**src/rtl/led_frame_loader_if.sv**
```systemverilog
// ----------------------------------------------------------------------------
// led_frame_loader_if
//   Byte-command stream into the LED frame loader, valid/ready handshake.
//   A byte transfers on a rising edge where in_valid && in_ready.
//
//   Signals:
//     in_data   8  command/data byte          (master -> slave)
//     in_valid  1  in_data valid              (master -> slave)
//     in_ready  1  slave can take a byte      (slave  -> master)
//
//   Modports:
//     master  byte producer (upstream / testbench)
//     slave   byte consumer (led_frame_loader)
// ----------------------------------------------------------------------------
interface led_frame_loader_if;
    logic [7:0] in_data;
    logic       in_valid;
    logic       in_ready;

    modport master (
        output in_data,
        output in_valid,
        input  in_ready
    );

    modport slave (
        input  in_data,
        input  in_valid,
        output in_ready
    );
endinterface : led_frame_loader_if

```
**src/rtl/led_frame_loader.sv**
```systemverilog
// ----------------------------------------------------------------------------
// led_frame_loader
//   Upstream stage of the 4x8 LED matrix driver. Decodes a byte-command
//   stream into a back buffer. The back buffer is copied to the front buffer
//   (leds1..leds4) only on frame_sync, so the driver never sees a torn frame.
//
//   Ports:
//     clk12MHz    in   1  system clock, rising edge
//     rst         in   1  synchronous active-high reset
//     s_in        slave led_frame_loader_if (in_data / in_valid / in_ready)
//     frame_sync  in   1  1-cycle pulse at the driver's scan wrap
//     leds1..4    out  8  front-buffer rows 1..4
//     leds_pwm    out  3  brightness to the driver
//     busy        out  1  commit pending, waiting for frame_sync
//     err         out  1  1-cycle pulse after an undefined command is accepted
//
//   Command bytes (interpreted in the command state):
//     0000_00rr  row header, the next accepted byte is written to back[rr]
//     1000_0bbb  brightness target = bbb
//     1100_0000  commit back -> front on the next frame_sync
//     1110_0000  clear the back buffer
//     others     ignored, err pulse
//
//   Configuration macro:
//     LED_FADE_EN  when defined, leds_pwm walks one step toward the target
//                  every FADE_DIV frame_sync pulses; otherwise leds_pwm
//                  follows the target one cycle after the brightness byte.
// ----------------------------------------------------------------------------
module led_frame_loader #(
    parameter logic [2:0] RESET_PWM = 3'd7,
    parameter int         FADE_DIV  = 4      // 1..255, used with LED_FADE_EN
) (
    input  logic                     clk12MHz,
    input  logic                     rst,
    led_frame_loader_if.slave        s_in,
    input  logic                     frame_sync,
    output logic [7:0]               leds1,
    output logic [7:0]               leds2,
    output logic [7:0]               leds3,
    output logic [7:0]               leds4,
    output logic [2:0]               leds_pwm,
    output logic                     busy,
    output logic                     err
);

    if (FADE_DIV < 1 || FADE_DIV > 255) begin : g_bad_fade_div
        $error("led_frame_loader: FADE_DIV must be in 1..255");
    end

    typedef enum logic {
        ST_CMD  = 1'b0,   // expecting a command byte
        ST_DATA = 1'b1    // expecting row data for r_row
    } state_t;

    localparam logic [7:0] CMD_COMMIT = 8'b1100_0000;
    localparam logic [7:0] CMD_CLEAR  = 8'b1110_0000;

    state_t     r_state;
    state_t     w_state_next;

    logic [1:0] r_row;
    logic [7:0] r_back  [4];
    logic [7:0] r_front [4];
    logic [2:0] r_target;
    logic       r_busy;
    logic       r_err;

    logic       w_accept;
    logic       w_latch_row;
    logic       w_write_row;
    logic       w_set_target;
    logic       w_commit;
    logic       w_clear;
    logic       w_bad_cmd;
    logic       w_copy;

    // Ready is combinational so upstream sees backpressure in the same cycle
    // busy rises; a commit freezes the back buffer until the copy is done.
    assign s_in.in_ready = !rst && !r_busy;
    assign w_accept      = s_in.in_valid && s_in.in_ready;

    // Copy only when a commit was already pending before this frame_sync; a
    // commit accepted in the same cycle waits for the next pulse.
    assign w_copy = r_busy && frame_sync;

    // ------------------------------------------------------------------------
    // FSM: next state and command decode
    // ------------------------------------------------------------------------
    always_comb begin
        // NOTE: every signal gets a default before the case so no path can
        // leave one unassigned and infer a latch.
        w_state_next = r_state;
        w_latch_row  = 1'b0;
        w_write_row  = 1'b0;
        w_set_target = 1'b0;
        w_commit     = 1'b0;
        w_clear      = 1'b0;
        w_bad_cmd    = 1'b0;

        if (w_accept) begin
            unique case (r_state)
                ST_CMD: begin
                    if (s_in.in_data[7:2] == 6'b0000_00) begin
                        w_latch_row  = 1'b1;
                        w_state_next = ST_DATA;
                    end else if (s_in.in_data[7:3] == 5'b1000_0) begin
                        w_set_target = 1'b1;
                    end else if (s_in.in_data == CMD_COMMIT) begin
                        w_commit = 1'b1;
                    end else if (s_in.in_data == CMD_CLEAR) begin
                        w_clear = 1'b1;
                    end else begin
                        w_bad_cmd = 1'b1;
                    end
                end
                ST_DATA: begin
                    // Any value is row data here, even command look-alikes.
                    w_write_row  = 1'b1;
                    w_state_next = ST_CMD;
                end
                default: w_state_next = ST_CMD;
            endcase
        end
    end

    always_ff @(posedge clk12MHz) begin
        // NOTE: sequential state uses non-blocking assignments so every
        // register samples pre-edge values regardless of statement order.
        if (rst) begin
            r_state <= ST_CMD;
        end else begin
            r_state <= w_state_next;
        end
    end

    // ------------------------------------------------------------------------
    // Datapath: row index, back/front buffers, commit handshake, err pulse
    // ------------------------------------------------------------------------
    always_ff @(posedge clk12MHz) begin
        if (rst) begin
            r_row    <= 2'd0;
            r_target <= RESET_PWM;
            r_busy   <= 1'b0;
            r_err    <= 1'b0;
            // NOTE: the buffers are only 4 bytes each and the driver must show
            // a dark frame after reset, so they are reset like ordinary flops
            // rather than left as an unreset memory.
            for (int i = 0; i < 4; i++) begin
                r_back[i]  <= 8'h00;
                r_front[i] <= 8'h00;
            end
        end else begin
            r_err <= w_bad_cmd;

            if (w_latch_row) begin
                r_row <= s_in.in_data[1:0];
            end

            if (w_write_row) begin
                r_back[r_row] <= s_in.in_data;
            end

            if (w_clear) begin
                for (int i = 0; i < 4; i++) begin
                    r_back[i] <= 8'h00;
                end
            end

            if (w_set_target) begin
                r_target <= s_in.in_data[2:0];
            end

            // in_ready is low while busy, so w_commit and w_copy never coincide.
            if (w_copy) begin
                for (int i = 0; i < 4; i++) begin
                    r_front[i] <= r_back[i];
                end
                r_busy <= 1'b0;
            end else if (w_commit) begin
                r_busy <= 1'b1;
            end
        end
    end

    // ------------------------------------------------------------------------
    // Brightness
    // ------------------------------------------------------------------------
`ifdef LED_FADE_EN
    localparam logic [7:0] FADE_LAST = 8'(FADE_DIV - 1);

    logic [7:0] r_fade_cnt;
    logic [2:0] r_pwm;

    // The divider runs on every frame_sync independent of the target, so a new
    // target mid-fade redirects from the current value without a restart.
    always_ff @(posedge clk12MHz) begin
        if (rst) begin
            r_fade_cnt <= 8'd0;
            r_pwm      <= RESET_PWM;
        end else if (frame_sync) begin
            if (r_fade_cnt == FADE_LAST) begin
                r_fade_cnt <= 8'd0;
                if (r_pwm < r_target) begin
                    r_pwm <= r_pwm + 3'd1;
                end else if (r_pwm > r_target) begin
                    r_pwm <= r_pwm - 3'd1;
                end
            end else begin
                r_fade_cnt <= r_fade_cnt + 8'd1;
            end
        end
    end

    assign leds_pwm = r_pwm;
`else
    assign leds_pwm = r_target;
`endif

    assign leds1 = r_front[0];
    assign leds2 = r_front[1];
    assign leds3 = r_front[2];
    assign leds4 = r_front[3];
    assign busy  = r_busy;
    assign err   = r_err;

endmodule : led_frame_loader
```
**src/flat_wrapper.sv**
```systemverilog
// flat-port wrapper written by rule: the top's interface ports become plain ports
module led_frame_loader_flat 
#(
    parameter logic [2:0] RESET_PWM = 3'd7,
    parameter int         FADE_DIV  = 4                                      
)
  (clk12MHz, rst, frame_sync, leds1, leds2, leds3, leds4, leds_pwm, busy, err, s_in_in_data, s_in_in_valid, s_in_in_ready);
  led_frame_loader_if s_in_i ();
  input  logic clk12MHz;
  input  logic rst;
  input  logic frame_sync;
  output logic [7:0] leds1;
  output logic [7:0] leds2;
  output logic [7:0] leds3;
  output logic [7:0] leds4;
  output logic [2:0] leds_pwm;
  output logic busy;
  output logic err;
  input wire logic [$bits(s_in_i.in_data)-1:0] s_in_in_data;
  input wire logic [$bits(s_in_i.in_valid)-1:0] s_in_in_valid;
  output wire logic [$bits(s_in_i.in_ready)-1:0] s_in_in_ready;
  assign s_in_i.in_data = s_in_in_data;
  assign s_in_i.in_valid = s_in_in_valid;
  assign s_in_in_ready = s_in_i.in_ready;
  led_frame_loader #(.RESET_PWM(RESET_PWM), .FADE_DIV(FADE_DIV)) u_core (.clk12MHz(clk12MHz), .rst(rst), .s_in(s_in_i), .frame_sync(frame_sync), .leds1(leds1), .leds2(leds2), .leds3(leds3), .leds4(leds4), .leds_pwm(leds_pwm), .busy(busy), .err(err));
endmodule
```
**config.mk**
```make
export PLATFORM = sky130hd
export DESIGN_NAME = led_frame_loader_flat
export DESIGN_NICKNAME = d
export VERILOG_FILES = /design/src/rtl/led_frame_loader_if.sv /design/src/rtl/led_frame_loader.sv /design/src/flat_wrapper.sv
export SDC_FILE = /design/constraint.sdc
export NUM_CORES = 1
export LEC_CHECK = 0
export BUFFER_PORTS_ARGS = -buffer_cell sky130_fd_sc_hd__buf_2
export CAP_MARGIN = 40
export CORE_UTILIZATION = 40
export CTS_CLUSTER_SIZE = 24
export DETAILED_ROUTE_END_ITERATION = 8
export PLACE_DENSITY = 0.61
export SETUP_SLACK_MARGIN = 0.05
export SYNTH_ARGS = -nofsm -noshare
export SYNTH_HDL_FRONTEND = slang
export SYNTH_SLANG_ARGS = --single-unit
```
**constraint.sdc**
```tcl
create_clock -name clk12MHz -period 4.1 [get_ports clk12MHz]
set_input_delay 0.41 -clock clk12MHz [delete_from_list [all_inputs] [get_ports clk12MHz]]
set_output_delay 0.41 -clock clk12MHz [all_outputs]
set_load 0.02 [all_outputs]
```
**Word level (Yosys, flattened, before mapping)**

Memory sizes are Yosys's and may differ from the RTL's.
Cells that the tools add are included.

- Memories kept: 2
- Output and inout bits: 38
- Bits in registers: 8
- Logic and storage cells: 73
- Input bits: 12
- RAM bits: 64

Memory list:

| name | depth | bits a word | rd ports | clocked after memory_dff | write ports | RTL line | text |
|---|---|---|---|---|---|---|---|
| u_core.r_back | 4 | 8 | 4 | 0 | 4 | led_frame_loader.sv:62 | `logic [7:0] r_back [4];` |
| u_core.r_front | 4 | 8 | 4 | 0 | 4 | led_frame_loader.sv:63 | `logic [7:0] r_front [4];` |

- Reduce and logical (&&, ||, !) cells: 9
- Equality and inequality tests: 3
- Mux-type cells: 44
- Bitwise logic cells: 10

Operators by type and width:

| operator | number |
|---|---|
| $mux 8 | 9 |
| $mux 1 | 33 |
| $eq 8x8->1 const B | 2 |
| $or 1x1->1 | 8 |
| $reduce_or 8->1 | 1 |
| $logic_not 6->1 | 1 |
| $reduce_or 6->1 | 1 |
| $eq 5x5->1 const B | 1 |
| $logic_and 1x1->1 | 3 |
| $logic_not 1->1 | 2 |
| $mux 2 | 1 |
| $not 1->1 | 2 |
| $pmux 1 s2 | 1 |
| $reduce_or 2->1 | 1 |

**Longest topological paths before layout**

- Depth in word-level cells: 12
- Depth in mapped cells: 4
- Gate-level depth less buffers: 3

**Worst setup path before layout**

Ideal clock, no wire load.

- Kind: flip-flop to flip-flop
- Start: register u_core.r_busy (netlist: u_core.busy)
- End: memory u_core.r_front[0][0], enable pin
- Required time: 3.705 ns
- Path slack: 2.224 ns
- Stages on the path, launching flop included: 3
- Path buffers: 0
- Period minus slack after synthesis: 1.876 ns
- Data arrival time: 1.481 ns
- Setup time: 0.395 ns
- Cells stage by stage: dfxtp_1 nand2_1 nand2b_1

RTL lines:

| element | RTL line | text |
|---|---|---|
| start, declared | led_frame_loader.sv:65 | `logic r_busy;` |
| start signal, assigned | led_frame_loader.sv:143 | `r_busy <= 1'b0;` |
| start signal, assigned | led_frame_loader.sv:178 | `r_busy <= 1'b0;` |
| start signal, assigned | led_frame_loader.sv:180 | `r_busy <= 1'b1;` |
| end, declared | led_frame_loader.sv:63 |  |

==> reports/results.txt <==
Initial core utilization - 41.67%
CP Data Required Time - 4110 ps
Synth top area share - 67.52%
Critical path class - flop to flop
Most frequent cells in the layout - 64 x edfxtp_1, 60 x and2_1, 49 x buf_2, 9 x clkbuf_8, 8 x dfxtp_1
Area growth syn-to-layout - 20.53%
Slew margin rel. - 53.70%
Share of cells above drive strength 1 - 29.41%
Worst-Margin Slew - 688.2 ps
DR vias - 1636
Maximum VDD drop - 0.0001597 V
Avg Cell Area, Syn - 14.83 µm²
Placed inst area - 0.003219 mm²
Antenna-violating nets left - 0
Worst hold endpoint - u_core.r_row[1]
R2R Path Start - u_core.busy
Worst-skew pair later-pin latency - 340 ps
Total GRT Usage - 14.13%
Pwr dens - 433.2 mW/mm²
Synth Area in Adders - 0%
Cell taking the most area after synthesis - edfxtp_1
Post-synthesis sequential area ratio - 73.14%
Largest family of logic cells by synthesized area - simple AND/OR/NAND/NOR gates
Synth Area in Compound Gates - 1.714%
Setup TNS - 0 ps
Post-synth net total - 204
Hold Path Class - primary input to flop
DR DRC count - 0
Period utilisation layout - 48.87%
Post-synthesis xor/xnor area fraction - 0%
Die area - 0.007457 mm²
Htree depth - 3
Num rows - 30
Fin nets - 262
Mux contribution to synthesized area - 0.3516%
Unrepaired setup endpoints after global routing - false
Netlist cell types - 29
PortBufs - 49
Cell depth of the worst flop-to-flop path - 3
Fin Clk Skew - 4.364 ps
Via density - 4.661
Cell count after synthesis - 192
Final Setup Violations - 0
Synth warnings - 0
Reg2Reg Setup Slack - 2100 ps
CP Launch Point - u_core.busy
Leak Pwr - 1.356 nW
Die Wd - 86.36 µm
Worst setup EP type - flop
Top post-synthesis cells by area - edfxtp_1 68%, and2_1 13%, dfxtp_1 5.6%
Hold Path Depth - 3
Cell area after layout - 0.003431 mm²
CP max FO - 9
Hold_sp - s_in_in_data[1]
Fmax - 499.1 MHz
Core area - 0.006832 mm²
Die height - 86.36 µm
Most common cell after layout, fill and taps aside - edfxtp_1
Largest net degree at the start of global routing - 33
Post-Syn Area - 0.002846 mm²
Tmin final - 2004 ps
TritonCTS buffer count - 9
Number of hold buffers added after CTS - 0
WP data arrival - 2010 ps
Num ports - 50
Vias in the first global route - 1510
RePlAce Congestion - 0.8048
Post-CTS Setup Repair Bufs - 0
Clock transition at path regs - 70 ps
Initial antenna violation count - 0
CTS resizes - 0
Simple-gate share of the synthesized area - 23.47%
First DRT Iteration DRCs - 106
Hold Fails Final Rpt - 0
Final wirelength - 4.839 mm
Total grt overflow - 0
Placed wire-length estimate - 3.184 mm
Clock Sinks - 72
First-pass GRT wire length - 7.576 mm
CP startpoint kind - flop
Max Root-Sink Buffers - 2
Total of max-cap violations - 0
Max-slew violation count - 0
CTS root buf - clkbuf_8
R2r endpoint - u_core.r_back[3][6]
Outcome - finished clean
Antenna cells - 0
First-pass DRT Iterations - 4
CTS tree - built
Routed len/inst - 13.79 µm
Fillers - 634
Yosys reg bits - 72
metrics by stage:
stage	power (W)	worst slack (ps)	hold WS, ps	instances	util (%)
2_1_floorplan	0.0008758	2224	496.7	192	-
5_1_grt	0.001544	1911	429.0	351	50.22
4_1_cts	0.001505	2093	405.0	351	50.22
6_report	0.001486	2096	429.4	351	50.22
3_5_place_dp	0.0009100	1864	498.3	335	47.12
3_3_place_gp	0.0009070	1852	498.8	334	46.90
flip-flops by register name, summed over array words and instances (netlist names):
signal and count:
u_core.r_front 32, u_core.r_state 1, u_core.r_back 32, u_core.err 1, u_core.busy 1, u_core.r_row 2
u_core.leds_pwm 3
worst max-delay path, cell delays in order (launching register included):
cell and delay, ps:
dfxtp_1 410, nand4bb_1 480, nor3_2 420, or3_1 370
cells in the mapped netlist:
master and instances:
or4b_4 1, or2_2 1, nor3_2 4, nand2b_1 1, nand3_1 2, o21ai_0 2
nor2_1 7, nor4_1 7, inv_1 4, dfxtp_1 8, o31ai_1 2, a41oi_1 1
nor4b_4 1, or3b_2 1, nor4b_1 1, and3_1 2, buf_4 1, a21oi_1 3
nor2b_1 2, or3_1 4, edfxtp_1 64, clkbuf_1 4, and2_1 60, nand4bb_1 1
nand2_1 2, and4_1 1, nand4_1 2, mux2i_1 1, nor3b_1 2
power breakdown:
group	leakage (nW)	total, W	switching, W	internal (W)
Clock	0.110	0.000594	0.000253	0.000341
Sequential	0.725	0.000822	0.00000477	0.000817
Combinational	0.520	0.0000710	0.0000503	0.0000207
Total	1.36	0.00149	0.000308	0.00118
layer usage:
layer / global-route usage (%) / vias to the layer above / part of all wire (%)
li1: - / 811 / -
met1: 18.33 / 773 / 47
met2: 21.65 / 44 / 47
met3: 4.095 / 8 / 4.5
met4: 7.273 / 0 / 1.7
met5: 0 / - / 0
cell type report:
cell class                      count  area (µm²)  area share [%]
Clock buffer                       10       127.6           3.720
Clock inverter                      6       83.83           2.443
Inverter                            4       15.01          0.4376
Multi-Input combinational cell    111       726.9           21.19
Sequential cell                    72        2082           60.69
Tap cell                           96       120.1           3.501
Timing Repair Buffer               52       275.3           8.023
worst max path at each step:
stage | endpoint | slack (ps)
floorplan | u_core.r_front[0][0] | 2220
global placement | u_core.r_front[2][3] | 1850
detailed placement | u_core.r_back[1][4] | 1860
CTS | u_core.r_back[1][5] | 2090
global route | u_core.r_back[1][3] | 1910
finish | u_core.r_back[3][6] | 2100
logic make-up (layout without fill, tap and decap cells):
family / after synthesis / after routing
AND/OR/NAND/NOR: 102 / 102
flip-flops: 72 / 72
buffers and inverters: 9 / 72
AO/OA/AOI/OAI: 8 / 8
multiplexers: 1 / 1
Power figures use the tool's default switching activity.
